**config.mk**
```make
export PLATFORM = sky130hd
export DESIGN_NAME = bldcm_pwm_capture
export DESIGN_NICKNAME = d
export VERILOG_FILES = /design/src/rtl/bldcm_pwm_capture.sv
export SDC_FILE = /design/constraint.sdc
export NUM_CORES = 1
export LEC_CHECK = 0
export CELL_PAD_IN_SITES_DETAIL_PLACEMENT = 1
export CELL_PAD_IN_SITES_GLOBAL_PLACEMENT = 1
export CORE_MARGIN = 4
export CORE_UTILIZATION = 47
export DETAILED_ROUTE_END_ITERATION = 8
export PLACE_DENSITY = 0.89
export SLEW_MARGIN = 10
export SYNTH_ARGS = -nofsm -noshare
export SYNTH_HDL_FRONTEND = slang
export SYNTH_SLANG_ARGS = --single-unit
```
**constraint.sdc**
```tcl
create_clock -name iClock -period 20.3 [get_ports iClock]
set_clock_uncertainty 0.15 [all_clocks]
set_input_delay 5.075 -clock iClock [delete_from_list [all_inputs] [get_ports iClock]]
set_output_delay 5.075 -clock iClock [all_outputs]
set_load 0.02 [all_outputs]
```
**src/rtl/bldcm_pwm_capture.sv**
```systemverilog
// rtl/bldcm_pwm_capture.sv - PWM period / high-time capture in prescaled ticks (optional filter: BLDCM_PWM_CAPTURE_FILTER_EN)
module bldcm_pwm_capture #(
   parameter int pCounterWidth = 32,
   parameter int pNumPrescaler = 32,
   parameter int pFilterLen    = 4
) (
   input  logic                     iClock,
   input  logic                     iReset,
   input  logic                     iEnable,
   input  logic                     iPwm,
   input  logic [5:0]               iPrscSel,
   input  logic [pCounterWidth-1:0] iTimeout,
   output logic [pCounterWidth-1:0] oPeriod,
   output logic [pCounterWidth-1:0] oHighCnt,
   output logic                     oValid,
   output logic                     oOverflow,
   output logic                     oStall
);

   typedef enum logic [1:0] {SEEK, HIGH, LOW, STALL} state_t;

   state_t                     state_q;
   logic                       sync1_q, sync2_q, prev_q;
   logic                       lvl, rise, fall, tick;
   logic [pNumPrescaler-1:0]   prsc_q, prsc_d;
   logic [pCounterWidth-1:0]   per_q, per_d, high_q, high_d, high_lat_q, tick_w;
   logic [pCounterWidth-1:0]   period_q, highcnt_q;
   logic                       per_ovf, high_ovf, timeout_hit;
   logic                       sat_q, valid_q, ovf_q, stall_q;

   // Two-flop synchroniser for the asynchronous PWM input
   always_ff @(posedge iClock or posedge iReset) begin
      if (iReset) begin
         sync1_q <= 1'b0;
         sync2_q <= 1'b0;
      end else begin
         sync1_q <= iPwm;
         sync2_q <= sync1_q;
      end
   end

`ifdef BLDCM_PWM_CAPTURE_FILTER_EN
   localparam int FCW = $clog2(pFilterLen + 1);
   logic           flt_q;
   logic [FCW-1:0] flt_cnt_q;

   // Level follows the synced input only after pFilterLen consecutive differing samples
   always_ff @(posedge iClock or posedge iReset) begin
      if (iReset) begin
         flt_q     <= 1'b0;
         flt_cnt_q <= '0;
      end else if (sync2_q == flt_q) begin
         flt_cnt_q <= '0;
      end else if (flt_cnt_q == FCW'(pFilterLen - 1)) begin
         flt_q     <= sync2_q;
         flt_cnt_q <= '0;
      end else begin
         flt_cnt_q <= flt_cnt_q + FCW'(1);
      end
   end

   assign lvl = flt_q;
`else
   assign lvl = sync2_q;
`endif

   // Edge detector history and free-running prescaler
   always_ff @(posedge iClock or posedge iReset) begin
      if (iReset) begin
         prev_q <= 1'b0;
         prsc_q <= '0;
      end else begin
         prev_q <= lvl;
         prsc_q <= prsc_d;
      end
   end

   assign rise   = lvl & ~prev_q;
   assign fall   = ~lvl & prev_q;
   assign prsc_d = prsc_q + {{(pNumPrescaler-1){1'b0}}, 1'b1};

   // Tick on the 0->1 transition of the selected prescaler bit; out-of-range selects tick every clock
   always_comb begin
      tick = 1'b1;
      for (int k = 0; k < pNumPrescaler; k++) begin
         if (iPrscSel == 6'(k + 1)) tick = prsc_d[k] & ~prsc_q[k];
      end
   end

   // Saturating next values of both counters and the stall comparison
   always_comb begin
      tick_w      = {{(pCounterWidth-1){1'b0}}, tick};
      per_ovf     = (&per_q) & tick;
      high_ovf    = (&high_q) & tick;
      per_d       = (&per_q) ? per_q : per_q + tick_w;
      high_d      = (&high_q) ? high_q : high_q + tick_w;
      timeout_hit = (iTimeout != '0) && (per_q == iTimeout);
   end

   // Measurement FSM with registered results
   always_ff @(posedge iClock or posedge iReset) begin
      if (iReset) begin
         state_q    <= SEEK;
         per_q      <= '0;
         high_q     <= '0;
         high_lat_q <= '0;
         sat_q      <= 1'b0;
         period_q   <= '0;
         highcnt_q  <= '0;
         valid_q    <= 1'b0;
         ovf_q      <= 1'b0;
         stall_q    <= 1'b0;
      end else begin
         valid_q <= 1'b0;
         if (!iEnable) begin
            state_q <= SEEK;
            per_q   <= '0;
            high_q  <= '0;
            sat_q   <= 1'b0;
            stall_q <= 1'b0;
         end else begin
            case (state_q)
               SEEK: begin
                  per_q  <= '0;
                  high_q <= '0;
                  sat_q  <= 1'b0;
                  if (rise) state_q <= HIGH;
               end
               HIGH: begin
                  per_q  <= per_d;
                  high_q <= high_d;
                  sat_q  <= sat_q | per_ovf | high_ovf;
                  // Timeout takes priority so a coincident fall cannot step past the limit
                  if (timeout_hit) begin
                     state_q <= STALL;
                     stall_q <= 1'b1;
                  end else if (fall) begin
                     state_q    <= LOW;
                     high_lat_q <= high_d;
                  end
               end
               LOW: begin
                  if (rise) begin
                     period_q  <= per_d;
                     highcnt_q <= high_lat_q;
                     valid_q   <= 1'b1;
                     ovf_q     <= sat_q | per_ovf;
                     stall_q   <= 1'b0;
                     per_q     <= '0;
                     high_q    <= '0;
                     sat_q     <= 1'b0;
                     state_q   <= HIGH;
                  end else begin
                     per_q <= per_d;
                     sat_q <= sat_q | per_ovf;
                     if (timeout_hit) begin
                        state_q <= STALL;
                        stall_q <= 1'b1;
                     end
                  end
               end
               STALL: begin
                  per_q  <= '0;
                  high_q <= '0;
                  sat_q  <= 1'b0;
                  if (rise) state_q <= HIGH;
               end
               default: state_q <= SEEK;
            endcase
         end
      end
   end

   assign oPeriod   = period_q;
   assign oHighCnt  = highcnt_q;
   assign oValid    = valid_q;
   assign oOverflow = ovf_q;
   assign oStall    = stall_q;

endmodule

```
## Word level (Yosys, flattened, before mapping)

Cells that the tools add are included.

| storage, ports and cells | value |
|---|---|
| output and inout bits | 67 |
| logic and storage cells | 197 |
| bits of input ports | 42 |
| register bits after elaboration | 201 |

| cells by class | value |
|---|---|
| bitwise logic cells | 73 |
| $add $sub $neg | 3 |
| equal/unequal tests | 41 |
| reduce and logical (&&, ||, !) cells | 9 |
| muxes and demuxes | 57 |

Operators with widths:

| operator | count |
|---|---|
| 32-bit two-way mux | 6 |
| 32-bit one-hot mux with 3 select lines | 2 |
| 6-bit by 5-bit == test with 1-bit output (second input constant) | 16 |
| 32-bit by 1-bit adder with 32-bit output | 2 |
| 32-bit AND reduction | 2 |
| 6-bit by 4-bit == test with 1-bit output (second input constant) | 8 |
| 1-bit two-way mux | 40 |
| 1-bit AND | 36 |
| 1-bit inverter | 35 |
| 32-bit by 1-bit adder with 32-bit output (second input constant) | 1 |
| 32-bit == test | 1 |
| 32-bit nonzero test | 1 |
| 6-bit by 3-bit == test with 1-bit output (second input constant) | 4 |
| 6-bit by 2-bit == test with 1-bit output (second input constant) | 2 |
| 2-bit two-way mux | 6 |
| 4-bit != test (second input constant) | 2 |
| 6-bit by 1-bit == test with 1-bit output (second input constant) | 1 |
| 6-bit == test (second input constant) | 1 |
| 2-bit one-hot mux with 3 select lines | 1 |
| 3-bit AND reduction | 2 |
| 2-bit == test (second input constant) | 2 |
| 4-bit AND reduction | 1 |
| 3-bit by 1-bit != test with 1-bit output (second input constant) | 1 |
| 3-bit by 2-bit != test with 1-bit output (second input constant) | 1 |
| 8 further kinds | 9 |

## Depth between registers and ports, before layout

Gate-level depths: netlist of the first run.

| depth | value |
|---|---|
| depth after elaboration | 39 |
| mapped depth | 22 |
| mapped depth without buffers | 22 |

## Worst setup path before layout of the first run

OpenSTA, ideal clock, no wires.

| timing | value |
|---|---|
| path kind | input to register |
| start point | input iPrscSel[0] |
| end point | register high_q[27] |
| required time | 20.018 ns |
| library setup time | 0.132 ns |
| arrival | 7.781 ns |
| slack | 12.237 ns |
| stages | 17 |
| path through | clkbuf_1 > buf_2 > mux2_2 > a22oi_1 > nor2_1 > a311oi_1 > o22ai_1 > a21oi_1 > inv_1 > ha_1 > nand2_1 > a31oi_1 > and4_1 > clkbuf_1 > nand3_1 > xor2_1 > o21ai_0 |

| on the way | value |
|---|---|
| longest elaborated chain between the ends | 37 |
| elaborated cells on any way between the ends | 68 |
| those cells by class | 1 x add/sub; 32 x eq/ne; 35 x mux |

RTL lines:

| element | RTL line | text |
|---|---|---|
| from (decl) | 11 | `input logic [5:0] iPrscSel,` |
| 6-bit by 1-bit == test with 1-bit output | 86 | `if (iPrscSel == 6'(k + 1)) tick = prsc_d[k] & ~prsc_q[k];` |
| 1-bit two-way mux (31 in a row) | 86 |  |
| 1-bit two-way mux (*) | 86 |  |
| 32-bit by 1-bit adder with 32-bit output (*) | 96 | `high_d = (&high_q) ? high_q : high_q + tick_w;` |
| 32-bit two-way mux (*) | 96 |  |
| 32-bit one-hot mux with 3 select lines (*) | 122 | `case (state_q)` |
| 32-bit two-way mux (*) | 115 | `if (!iEnable) begin` |
| to (signal assigned) | 131 | `high_q <= high_d;` |
| to (decl) | 26 | `logic [pCounterWidth-1:0] per_q, per_d, high_q, high_d, high_lat_q, tick_w;` |

Mark *: on every way between the ends. The rest lies on a longest branch, timed or not.
A chain may end at the register's enable or synchronous reset.

## Worst setup path after layout of the first run

| timing | value |
|---|---|
| start point | input iPrscSel[0] |
| end point | register period_q[8] (netlist: oPeriod[8]) |

| on the way | value |
|---|---|
| longest elaborated chain between the ends | 35 |
| elaborated cells on any way between the ends | 66 |
| those cells by class | 1 x add/sub; 32 x eq/ne; 33 x mux |

RTL lines:

| element | RTL line | text |
|---|---|---|
| 6-bit by 1-bit == test with 1-bit output | 86 |  |
| 1-bit two-way mux (31 in a row) | 86 |  |
| 1-bit two-way mux (*) | 86 |  |
| 32-bit by 1-bit adder with 32-bit output (*) | 95 | `per_d = (&per_q) ? per_q : per_q + tick_w;` |
| 32-bit two-way mux (*) | 95 |  |
| to (signal assigned) | 144 | `period_q <= per_d;` |
| to (decl) | 27 | `logic [pCounterWidth-1:0] period_q, highcnt_q;` |

Marks and branches as above.

==> flow_summary.ini, run 1 <==
[status]
outcome = completed

[floorplanning]
die_h_um = 155
initial_utilization_pct = 48.1
coreArea_mm2 = 0.0212
pin_count = 109
die_x_um = 155
die_area_mm2 = 0.0242
rows = 53

[logic_synthesis]
yosysMostFrequentCell = nand2_1
synth_top_cell_by_area = dfrtp_1
synthArstFlopShare_pct = 100
syn_area_mm2 = 0.0102
seq_area_frac_synth_pct = 49.3
synth_flop_cell = dfrtp_1
synth_cell_type_count = 57
synth-seq-cells = 201
synth_common_cells = nand2_1 (203), dfrtp_1 (201), nor2_1 (106)
synthCells = 1120
synth-edff-count = 0
synth_top_area_share_pct = 49.3
synth_nets = 1201
yosys-top-cells-area = dfrtp_1 (49%), nand2_1 (7.5%), xor2_1 (5.4%), ha_1 (4.8%), nor2_1 (3.9%)
yosysWarnings = 0
avgSynthCellArea_um2 = 9.12

[critical_path]
timing.critical_path.max_delay_family = compound AO/OA/AOI/OAI gates
crit_chain = clkdlybuf4s50_1, nor2b_1, a221oi_1, a311oi_1, or3_1, o21ai_0, a21oi_1, inv_1, ha_1, ha_1, nand2_1, a21oi_1, and3_1, xnor2_1, o21ai_0
r2r_cells = 18
arrival_ns = 9.50
cp_num_buf_inv = 2
r2r_setup_slack_ns = 14.86
path_class = input pin to register
r2r_start = prsc_q[4]
critPathRequiredTime_ns = 20.50
path_max_fanout = 24
critPathLaunchType = input pin
crit_slowest_cell = clkdlybuf4s50_1
cp_slowest_stage_delay_ns = 0.95
worstReg2RegEnd = oPeriod[8]
crit_path_end_kind = register

[hold_path]
holdPathStages = 0
hold_path.startpoint = sync1_q
whs_endpoint = lvl
hold_class = register to register

[clock_tree]
clk_transition_reported_paths_ns = 0.06
cts_root_buf = clkbuf_16
cts-hold-fix-buffers = 0
insertion_delay_ns = 0.52
post-cts-setup-buffers = 0
cts_tree = done
htreeDepth = 1
cts_made_buffers = 23
cts_resized = 0
numClockSinks = 201
clockBufferDepth = 3

[power_and_ir_drop]
ir_drop_mv = 0.0653
power_density_mw_per_mm2 = 101
power_mw = 1.24
p_leak_nw = 5.65

[cells_and_area]
fin_area_mm2 = 0.0123
area_growth_pct = 20.6
fin_util_pct = 58.1
nets = 1292
diodes = 0
fill_cells = 2405
drive_gt1_share_pct = 5.13

[timing]
rsz0062_at_grt = no
setup-tns-final_ns = 0
hold_violations = 0
finalSetupViolCount = 0
post-route-period-util_pct = 45.8
slew-limit-headroom_pct = 28.6
timing.final.crit_period_ns = 9.30
worst_slew_pin_slew_ns = 1.06
max_freq_ghz = 0.108
slew_viol_final = 0

[place]
gp_congestion = 0.844
port_buffers = 108
dpl_cell_area_mm2 = 0.0115
hpwl_um = 19800

[grt]
track_usage_pct = 26.0
grt_pass1_wl_um = 51400
gr-total-overflow = 0
grt_max_degree = 125
antenna_found_initial = 0
grt_pass1_vias = 9643

[routing]
drt-total-wl_um = 31200
drtIter0Drc = 633
routed_via_density = 5.85
ant_nets = 0
vias = 8793
first_pass_iters = 5
wire_per_inst_um = 20.8
drc = 0

[flow_run]
maxCapViolations = 0
stage by stage:
| step | worst slack [ns] | instances | hold WS, ns |
|---|---|---|---|
| finish | 11.00 | 1502 | 0.201 |
| detailed placement | 10.58 | 1461 | 0.189 |
| global placement | 10.90 | 1461 | 0.186 |
| floorplan | 9.59 | 1120 | 0.181 |
| CTS | 11.02 | 1502 | 0.202 |
| global route | 10.70 | 1502 | 0.203 |
layer usage:
metal | track usage (%) | vias to the layer above | wire [µm]
li1 | - | 3970 | -
met5 | 0 | - | 0
met1 | 33.9 | 4484 | 13200
met3 | 4.45 | 66 | 1700
met2 | 45.0 | 273 | 15600
met4 | 7.04 | 0 | 750
kinds of logic after synthesis:
| kind of cell | Yosys count | share of synthesized area (%) |
|---|---|---|
| compound gates | 175 | 10.0 |
| xor+xnor | 91 | 7.80 |
| fa+ha+maj | 39 | 4.78 |
| buf+inv | 123 | 4.67 |
| flops | 201 | 49.3 |
| mux | 12 | 1.20 |
| simple gates | 479 | 22.3 |
worst max-delay path by stage:
stage                           start            end  cells past startpoint
after global routing      iPrscSel[0]     oPeriod[4]                     15
after CTS                 iPrscSel[0]     oPeriod[8]                     15
after floorplan                iReset  high_lat_q[0]                      1
final                     iPrscSel[0]     oPeriod[8]                     15
after detailed placement  iPrscSel[0]    oPeriod[26]                     15
after global placement    iPrscSel[0]     oPeriod[8]                     15
area by class of cell:
class	count	area, µm²	share of cell area (%)
clock inverter	13	174	1.41
clock buffer	28	634	5.15
sequential	201	5030	40.8
tap	275	344	2.79
multi-input combinational	796	4730	38.4
timing repair buffer	113	1120	9.08
inverter	76	293	2.38
state kept, by name (all words and copies together), names as in the netlist:
name / count
oOverflow: 1
high_q: 32
oHighCnt: 32
high_lat_q: 32
per_q: 32
oValid: 1
lvl: 1
prsc_q: 32
state_q: 2
oPeriod: 32
oStall: 1
prev_q: 1
sync1_q: 1
sat_q: 1
where the power goes:
group	internal [mW]	switching [mW]	leakage, nW
Sequential	0.468	0.0434	2.69
Combinational	0.112	0.170	2.56
Clock	0.273	0.173	0.398
Total	0.852	0.387	5.65
cells in the final DEF (no fill, tap or decap), drive strengths merged, types with 17 or more instances in the layout:
cell and n:
o21ai 82, a21oi 46, xnor2 28, nand4 26, and3 19, nand3 31
nor2 106, inv 75, xor2 63, nor4 31, ha 39, nand2 203
clkdlybuf4s50 108, clkbuf 28, nor3 17, dfrtp 201
Note: power is estimated with default switching activity, not from simulation.
==> run 2: changes to the inputs <==
--- a/config.mk
+++ b/config.mk
@@ -8,9 +8,9 @@
 export CELL_PAD_IN_SITES_DETAIL_PLACEMENT = 1
 export CELL_PAD_IN_SITES_GLOBAL_PLACEMENT = 1
 export CORE_MARGIN = 4
-export CORE_UTILIZATION = 47
+export CORE_UTILIZATION = 44
 export DETAILED_ROUTE_END_ITERATION = 8
-export PLACE_DENSITY = 0.89
+export PLACE_DENSITY = 0.85
 export SLEW_MARGIN = 10
 export SYNTH_ARGS = -nofsm -noshare
 export SYNTH_HDL_FRONTEND = slang
==> constraint.sdc (replaced) <==
create_clock -name iClock -period 9.6 [get_ports iClock]
set_clock_uncertainty 0.15 [all_clocks]
set_input_delay 2.4 -clock iClock [delete_from_list [all_inputs] [get_ports iClock]]
set_output_delay 2.4 -clock iClock [all_outputs]
set_load 0.02 [all_outputs]
==> run 2 against run 1 <==
Utilization shrank 3.9 points. Power grew 110%. Worst setup slack lost 7.8 ns. Combinational power grew 100%. Largest cell class unchanged.
==> flow_summary.ini, run 2 (synthesized netlist as in run 1, its figures left out) <==
[status]
outcome = completed

[cells_and_area]
drive_gt1_share_pct = 4.65
area_growth_pct = 20.4
multi_input_area_mm2 = 0.00473
diodes = 0
nets = 1291
final_cell_mix = nand2_1 (203), dfrtp_1 (201), clkdlybuf4s50_1 (108)
fill_cells = 2635
register_area_mm2 = 0.00503
layout_commonest_cell = nand2_1

[floorplanning]
rows = 55
die_area_mm2 = 0.0257
pin_count = 109
die_x_um = 160
coreArea_mm2 = 0.0227
initial_utilization_pct = 45.0
die_h_um = 160

[timing]
setup-tns-final_ns = 0
worst_slew_pin_slew_ns = 1.08
hold_violations = 0
post-route-period-util_pct = 66.7
rsz0062_at_grt = no
max_freq_ghz = 0.156
timing.hold.ws_ns = 0.212
slew_viol_final = 0
finalSetupViolCount = 0
timing.final.crit_period_ns = 6.41
slew-limit-headroom_pct = 27.7

[grt]
grt_pass1_vias = 9060
met2_usage_pct = 37.9
use_met1_pct = 29.2
grt_pass1_wl_um = 47000
track_usage_pct = 21.9
gr-total-overflow = 0
antenna_found_initial = 0
grt_max_degree = 131
gr-usage-met3_pct = 3.13
globalRoute.busiestLayer = met2

[routing]
wire_per_inst_um = 18.5
drc = 0
vias = 8412
routed_via_density = 5.56
ant_nets = 0
drt-total-wl_um = 27900
drtIter0Drc = 424
first_pass_iters = 4

[critical_path]
critPathRequiredTime_ns = 9.82
critPathLaunchType = input pin
path_class = input pin to register
path_max_fanout = 24
arrival_ns = 6.63
crit_path_end_kind = register

[place]
port_buffers = 108
hpwl_um = 19500
gp_congestion = 0.870

[clock_tree]
clk_transition_reported_paths_ns = 0.06
htreeDepth = 1
cts_resized = 0
clockBufferDepth = 3
cts-hold-fix-buffers = 0
insertion_delay_ns = 0.52
post-cts-setup-buffers = 0
cts_tree = done
numClockSinks = 201
cts_made_buffers = 23
cts_root_buf = clkbuf_16

[hold_path]
hold_class = register to register

[power_and_ir_drop]
p_leak_nw = 5.63
power_mw = 2.54
power_density_mw_per_mm2 = 207
ir_drop_mv = 0.111

[flow_run]
maxCapViolations = 0
[run 2: cell types whose count changed in the layout (fill, tap and decap cells not counted), sizes merged]
cell      previous run  this run
buf                  5         4
bufinv               4         2
clkbuf              28        36
clkinv               8         4
clkinvlp             2         0
inv                 75        76
[run 2: cell type report]
cell class / instances / area share (%)
clock inverters: 6 / 0.712
well taps: 285 / 2.90
repair buffers: 112 / 9.04
flip-flops and latches: 201 / 40.9
multi-input cells: 796 / 38.5
clock buffers: 36 / 5.57
inverters: 76 / 2.38
[run 2: stage by stage]
stage	utilization, %	setup WS, ns	std cells	area (µm²)
detailed placement	50.7	2.70	1470	11500
finish	54.1	3.19	1512	12300
global route	54.1	2.77	1512	12300
floorplan	-	1.57	1120	10200
CTS	54.1	3.21	1512	12300
global placement	50.7	2.84	1470	11500
[run 2: power breakdown]
part           internal (mW)  switching (mW)  total [mW]
Sequential             0.989          0.0848        1.07
Clock                  0.543           0.350       0.894
Combinational          0.234           0.340       0.574
Total                   1.77           0.776        2.54
[run 2: worst paths after layout]
| kind | start | to | slack (ns) | depth (start not counted) |
|---|---|---|---|---|
| max | iPrscSel[0] | oPeriod[28] | 3.19 | 15 |
| min | sync1_q | lvl | 0.21 | 0 |
| max reg2reg | prsc_q[13] | oPeriod[28] | 4.18 | 21 |
| min reg2reg | sync1_q | lvl | 0.21 | 0 |
| max in group asynchronous | iReset | oHighCnt[6] | 5.50 | 3 |
| min in group asynchronous | iReset | per_q[3] | 2.35 | 2 |
[run 2: worst max-delay path: stages]
cell and delay, ns:
clkdlybuf4s50_1 0.90, nor2b_1 0.40, a221oi_1 0.33, a311oi_1 0.08, or3_1 0.32, o21ai_0 0.08, a21oi_1 0.16, inv_1 0.13
ha_1 0.18, ha_1 0.20, nand2_1 0.10, a21oi_1 0.76, nand3_1 0.21, xnor2_1 0.26, o21ai_1 0.10
[run 2: metal layers]
layer  part of all wire, %  routed length (µm)  vias to the layer above
met5                     0                   0                        -
met4                   2.3                 650                        0
met3                   3.8                1060                       47
met2                    49               13700                      170
met1                    45               12500                     4230
li1                      -                   -                     3965
==> run 3: changes to the inputs <==
==> constraint.sdc (replaced) <==
create_clock -name iClock -period 6.35 [get_ports iClock]
set_clock_uncertainty 0.15 [all_clocks]
set_input_delay 1.5875 -clock iClock [delete_from_list [all_inputs] [get_ports iClock]]
set_output_delay 1.5875 -clock iClock [all_outputs]
set_load 0.02 [all_outputs]
==> run 3 against run 2 <==
Clock power rose by 61%. Design area rose by 0.82%. Non-clock buffer count rose by 6. Hold slack got worse by 0.015 ns. Die area unchanged. Sequential power up 51%. Global-route usage grew 0.068 points. Critical endpoint is now oPeriod[26]. Largest cell class unchanged. Highest routed layer unchanged.
==> flow_summary.ini, run 3 (synthesized netlist as in run 1, its figures left out) <==
[place]
dpl_cell_area_mm2 = 0.0116
gp_congestion = 0.863
port_buffers = 108
dp.cells = 1476
hpwl_um = 19700

[power_and_ir_drop]
p_leak_nw = 5.68
power_mw = 3.94
ir_drop_mv = 0.175
power_density_mw_per_mm2 = 317

[clock_tree]
clk_transition_reported_paths_ns = 0.06
insertion_delay_ns = 0.50
cts_root_buf = clkbuf_16
clockBufferDepth = 3
cts_made_buffers = 23
numClockSinks = 201
cts_tree = done
cts-hold-fix-buffers = 0
post-cts-setup-buffers = 0
cts_resized = 0
htreeDepth = 1

[cells_and_area]
register_area_mm2 = 0.00503
fin_util_pct = 54.6
fill_cells = 2604
fin_area_mm2 = 0.0124
diodes = 0
drive_gt1_share_pct = 5.44
multi_input_area_mm2 = 0.00473
final_cell_mix = nand2_1 (203), dfrtp_1 (201), clkdlybuf4s50_1 (108)
area_growth_pct = 21.4
layout_commonest_cell = nand2_1
fin_cells = 1517
nets = 1297

[grt]
antenna_found_initial = 0
track_usage_pct = 22.0
gr-total-overflow = 0
grt_max_degree = 112
grt_pass1_wl_um = 47500
grt_pass1_vias = 9069

[critical_path]
critPathRequiredTime_ns = 6.53
cp_slowest_stage_delay_ns = 0.62
critPathLaunchType = register
arrival_ns = 5.54
cp_num_buf_inv = 2
path_max_fanout = 8
crit_chain = nand3_1, nor4_1, nand3_1, or3_1, nor3_1, and3_1, ha_1, mux2_2, a221oi_1, a21o_1, nor3_1, a21oi_1, inv_1, ha_1, ha_1, nand2_1, a21oi_1, buf_4, nand3_1, xor2_1, o21ai_0
path_class = register to register
crit_path_end_kind = register
crit_slowest_cell = a21oi_1
timing.critical_path.max_delay_family = simple AND/OR/NAND/NOR gates

[status]
outcome = completed

[timing]
hold_violations = 0
post-route-period-util_pct = 84.3
setup-tns-final_ns = 0
max_freq_ghz = 0.187
timing.final.crit_period_ns = 5.36
finalSetupViolCount = 0
slew-limit-headroom_pct = 25.6
slew_viol_final = 0
worst_slew_pin_slew_ns = 1.11
rsz0062_at_grt = no

[floorplanning]
initial_utilization_pct = 45.0
pin_count = 109
die_h_um = 160
die_area_mm2 = 0.0257
coreArea_mm2 = 0.0227
rows = 55
die_x_um = 160

[routing]
ant_nets = 0
drc = 0
routed_via_density = 5.51
wire_per_inst_um = 18.7
vias = 8362
drtIter0Drc = 462
first_pass_iters = 4
drt-total-wl_um = 28300

[flow_run]
maxCapViolations = 0

[hold_path]
hold_class = register to register
## run 3: changes by cell type in the layout (fill, tap and decap cells not counted), sizes merged
cell | previous run | this run
buf | 4 | 10
clkbuf | 36 | 32
bufinv | 2 | 4
clkinvlp | 0 | 2
inv | 76 | 74
clkinv | 4 | 5
## run 3: final cells by class
cell class                 count  area share (%)
sequential                   201            40.6
multi-input combinational    796            38.1
timing repair buffer         118            9.43
clock buffer                  32            5.48
tap                          285            2.88
inverter                      76            2.33
clock inverter                 9            1.19
## run 3: worst paths after layout
check / to / cells past startpoint / start / slack, ns
worst max-delay path: oPeriod[26] / 21 / prsc_q[14] / 0.99
worst min-delay path: lvl / 0 / sync1_q / 0.20
worst max register to register: oPeriod[26] / 21 / prsc_q[14] / 0.99
worst min register to register: lvl / 0 / sync1_q / 0.20
max in group asynchronous: prsc_q[16] / 3 / iReset / 3.40
min in group asynchronous: high_lat_q[9] / 2 / iReset / 1.42
## run 3: worst reg2reg max path, stage by stage, from the launching register on
cell and delay [ns]:
dfrtp_1 0.34, nand3_1 0.16, nor4_1 0.42, nand3_1 0.28
or3_1 0.51, nor3_1 0.30, and3_1 0.20, ha_1 0.14
mux2_2 0.17, a221oi_1 0.08, a21o_1 0.17, nor3_1 0.21
a21oi_1 0.21, inv_1 0.13, ha_1 0.17, ha_1 0.19
nand2_1 0.09, a21oi_1 0.62, buf_4 0.26, nand3_1 0.11
xor2_1 0.21, o21ai_0 0.11
## run 3: power by group
part,switching [mW],total (mW),internal [mW]
sequential,0.127,1.62,1.50
combinational,0.517,0.875,0.358
clock,0.532,1.44,0.906
## run 3: per-stage QoR
stage	worst slack (ns)	hold WS, ns
5_1_grt	0.569	0.220
4_1_cts	1.01	0.200
2_1_floorplan	1.77	0.181
6_report	0.995	0.197
3_5_place_dp	0.649	0.186
3_3_place_gp	0.816	0.183
## run 3: metal layers
layer / vias to the layer above / share of wire (%) / GRT usage, % / wire length (µm)
met4: 0 / 1.8 / 4.61 / 499
met5: - / 0 / 0 / 0
met1: 4194 / 45 / 29.8 / 12800
met2: 160 / 49 / 37.8 / 14000
li1: 3972 / - / - / -
met3: 36 / 3.7 / 3.31 / 1040
==> RTL change 1 (flow settings as in run 1) <==
Set the parameter `pNumPrescaler` to 64 (it was 32).
--- a/src/rtl/bldcm_pwm_capture.sv
+++ b/src/rtl/bldcm_pwm_capture.sv
@@ -2,5 +2,5 @@
 module bldcm_pwm_capture #(
    parameter int pCounterWidth = 32,
-   parameter int pNumPrescaler = 32,
+   parameter int pNumPrescaler = 64,
    parameter int pFilterLen    = 4
 ) (
Formal check against the unedited RTL: not equivalent (a bounded check fails within 10 cycles, from zero or initial values and one cycle with iReset high).
==> RTL change 1 against run 1 <==
Setup slack worse by 51 ps; fmax down 0.55%; synthesized cell count up 22%; wire length up 18%; count of clock-buffer cells in the layout up 12; sequential cell count up 32; design area up 19%; area after synthesis up 21%; total power up 4.6%; via count up 19%.
==> RTL change 1: results (changes against run 1) <==
[status]
outcome=complete, no violations

[setup_path]
crit_arrival_ps=9640  ; +140 ps
critical_path.top_delay_family=simple AND/OR/NAND/NOR gates
critPathMaxFanout=27  ; +13%
crit_start=iPrscSel[2]
reg2reg_from=prsc_q[26]
r2r_slack_ps=13950  ; -910 ps

[pwr]
p_clk_mw=0.471  ; +5.6%
pg_comb_mw=0.258  ; -8.5%
p_int_mw=0.8977  ; +5.3%
irDropWorstVdd_mv=0.06992  ; +7.1%
p_leak_nw=6.971  ; +23%
p_per_area_nw_per_um2=88.76  ; -12%

[global_route]
grt_max_degree=98  ; -22%
grt_use_total_pct=25.05  ; -0.96 points
grt_pass1_vias=11380  ; +18%
grt_pass1_wl_um=59600  ; +16%

[synth]
synth_compound_area_share_pct=10.43  ; +0.40 points
synth_xor_area_share_pct=6.581  ; -1.2 points
ys_seq_area_share_pct=47.11  ; -2.1 points
netlist_top_cells_count=dfrtp_1, nand2_1, inv_1
netlist-cell-type-count=67  ; +18%
syn_inst=1367  ; +22%
synth_area_leaders=dfrtp_1, ha_1, nand2_1
synthMuxAreaShare_pct=1.274  ; +0.073 points
synth-adder-area-share_pct=7.076  ; +2.3 points

[placement]
gp_congestion=0.8838  ; +4.7%
place_area_um2=13750  ; +19%
hpwlAfterDp_um=24990  ; +26%
dpl_worst_slack_ps=10500  ; -79.20 ps

[layout]
drive_gt1_share_pct=5.017  ; -0.12 points
final_core_util_pct=56.21  ; -1.8 points
nets=1569  ; +21%
fillers=2949  ; +23%

[detailed_routing]
avgViaCountPerCell=5.775  ; -1.4%
drtIter0Drc=849  ; +34%
vias=10450  ; +19%

[timing]
holdWs_ps=283.8  ; +83.12 ps
worstMarginPinSlew_ps=1198  ; +133.2 ps
finalCritPeriodShare_pct=46.07  ; +0.25 points

[hold_path]
hp-class=reg2reg

[clocking]
clock_latency_ps=560  ; +40 ps
cts_hold_buf=0  ; unchanged
cts_buffers=27  ; +17%

## RTL change 1: per-layer routing
metal  wire (um)  vias to the layer above  GRT usage, %
li1            -                     4780             -
met1       15130                     5308         31.94
met2       18690                      269         44.10
met3        1660                       96         3.600
met4        1161                        0         7.917
met5           0                        -             0
## RTL change 1: final timing paths
check | endpoint | cells after the start
min | lvl | 0
max in group asynchronous | high_lat_q[25] | 4
max | high_q[27] | 16
min reg2reg | lvl | 0
max reg2reg | high_q[27] | 24
min in group asynchronous | prsc_q[58] | 2
## RTL change 1: final cells by class
class / instances / area share, %
well taps: 335 / 2.870
inverters: 155 / 4.035
flip-flops and latches: 233 / 39.92
repair buffers: 116 / 7.812
clock inverters: 7 / 0.3940
multi-input cells: 924 / 39.53
clock buffers: 40 / 5.439
==> RTL change 2 (settings of run 1) <==
Made on the original files. Encoding of `state_t`: now one-hot (4 bits for 4 states).
--- a/src/rtl/bldcm_pwm_capture.sv
+++ b/src/rtl/bldcm_pwm_capture.sv
@@ -18,5 +18,5 @@
 );
 
-   typedef enum logic [1:0] {SEEK, HIGH, LOW, STALL} state_t;
+   typedef enum logic [3:0] {SEEK = 4'b0001, HIGH = 4'b0010, LOW = 4'b0100, STALL = 4'b1000} state_t;
 
    state_t                     state_q;
Function: same outputs for any inputs over 4 cycles, from zero or initial values and one cycle with iReset high; so few cycles prove little.
==> RTL change 2 against run 1 <==
Setup slack better by 210 ps; non-clock buffer count is 1 lower; count of clock-buffer cells in the layout is 7 higher; fmax is 2.3% higher; area after synthesis is 13% higher; via count is 11% higher; final cell count is 8.9% higher; design area is 9.0% higher; wire length is 11% higher; sequential cell count is 2 higher; critical path type unchanged; highest routed layer unchanged.
Power is not compared: it rests on default switching activity, and its combinational part moved more than twofold at a synthesized area within 25%.
==> RTL change 2: results (changes against run 1) <==
[status]
outcome=complete, no violations

[clocking]
clock_latency_ps=520  ; about the same
postCtsResizedCells=0  ; unchanged
cts_buffers=24  ; +4.3%
cts.clk_slew.worst_paths_ps=60  ; about the same
cts_root_buffer=clkbuf_16
cts_htree_levels=1  ; unchanged
cts.path.max_buffers=3  ; unchanged
cts_setup_buffers=0  ; unchanged

[detailed_routing]
dr.pass1.iters=5  ; unchanged
drt-met1-wl_um=14610  ; +11%
drtIter0Drc=633  ; unchanged
wl_met2_um=17140  ; +10%
route.met3.wl_um=1743  ; +2.7%
vias=9772  ; +11%
top_layer_used=met4
routed_wl_um=34550  ; +11%

[setup_path]
rr_worst_depth=17  ; -1
slowest_delay_ps=1120  ; +170 ps
critPathMaxFanout=28  ; +17%
crit_arrival_ps=9340  ; -160 ps
critPathSlowestCell=clkdlybuf4s50_1

[placement]
gp_congestion=0.9284  ; +10%
hpwlAfterDp_um=23180  ; +17%
port_buffers=108  ; unchanged
place_area_um2=12680  ; +10%

[synth]
synth_fp_nets=1314  ; +9.4%
ys_seq_area_share_pct=43.99  ; -5.3 points
synth_area_leaders=dfrtp_1, nand2_1, o21ai_0
async_reset_ff_share_pct=100.0  ; unchanged
ys_warn_count=0  ; unchanged
yosys.area.top_type_share_pct=43.76  ; -5.5 points
netlist-cell-type-count=78  ; +37%
netlist_top_cells_count=dfrtp_1, nand2_1, o21ai_0

[pwr]
p_leak_nw=6.039
p_int_mw=0.6941

[layout]
n_antenna_cell=0  ; unchanged
fillers=2739  ; +14%
drive_gt1_share_pct=7.774  ; +2.6 points
nets=1373  ; +6.3%

[hold_path]
hp-class=reg2reg

[global_route]
antenna_found_initial=0  ; unchanged
grt_pass1_vias=10380  ; +7.6%
grt_pass1_wl_um=55930  ; +8.8%
grt_max_degree=134  ; +7.2%
grt_use_total_pct=25.63  ; -0.38 points

[timing]
slew_headroom_pct=24.10  ; -4.5 points
setup_viol=0  ; unchanged

==> RTL change 2: metrics by stage <==
step | std cells | setup slack, ps | util (%) | hold WS [ps]
after global placement | 1593 | 10990 | 52.29 | 186.2
final | 1636 | 11200 | 55.40 | 197.1
after global routing | 1636 | 10830 | 55.40 | 206.2
after floorplan | 1236 | 9538 | - | 181.2
after CTS | 1636 | 11270 | 55.40 | 200.0
after detailed placement | 1593 | 10730 | 52.29 | 186.3
==> RTL change 2: logic make-up (layout without fill, tap and decap cells) <==
kind of cell,Yosys count,in the layout,share of synthesized area [%]
muxes,38,38,4.224
AOI/OAI and AO/OA,258,258,14.87
adders and majority gates,36,36,3.899
xor gates and xnor gates,86,86,6.521
buffers and inverters,169,245,6.488
DFF,203,203,43.99
and+or+nand+nor,446,446,20.01
==> RTL change 2: per-layer routing <==
metal,vias up,global-route usage (%)
li1,4460,-
met1,4960,33.63
met2,272,43.57
met3,80,4.018
met4,0,8.355
met5,-,0
==> RTL change 2: cell type report <==
class	instances	area (um2)	area share (%)
multi-input combinational	864	5737	42.71
inverter	90	345.3	2.571
tap	324	405.4	3.018
clock buffer	35	713.2	5.309
timing repair buffer	112	1111	8.271
clock inverter	8	40.04	0.2981
sequential	203	5081	37.83
==> RTL change 2: critical path: cells and delay by family <==
| kind | cells | cell delay, ps |
|---|---|---|
| compound gates | 4 | 1090 |
| xor+xnor | 1 | 140 |
| simple gates | 2 | 770 |
| mux | 1 | 280 |
| buf+inv | 2 | 1270 |
| fa+ha+maj | 2 | 700 |
==> RTL change 2: path summary, 6_finish.rpt <==
path                        startpoint        endpoint  slack [ps]
setup / recovery           iPrscSel[0]  high_lat_q[30]       11200
hold / removal                 sync1_q             lvl         200
setup reg to reg             prsc_q[4]  high_lat_q[30]       14750
hold reg to reg                sync1_q             lvl         200
max in group asynchronous       iReset       per_q[29]       13540
min in group asynchronous       iReset    oHighCnt[22]        5010
==> RTL change 2: power by group through the flow <==
stage	combinational (mW)	sequential, mW	clock (mW)
2_1_floorplan	0.0672	0.433	0
3_5_place_dp	0.103	0.435	0
4_1_cts	0.105	0.427	0.425
3_3_place_gp	0.0993	0.434	0
6_report	0.105	0.428	0.420
5_1_grt	0.118	0.429	0.445
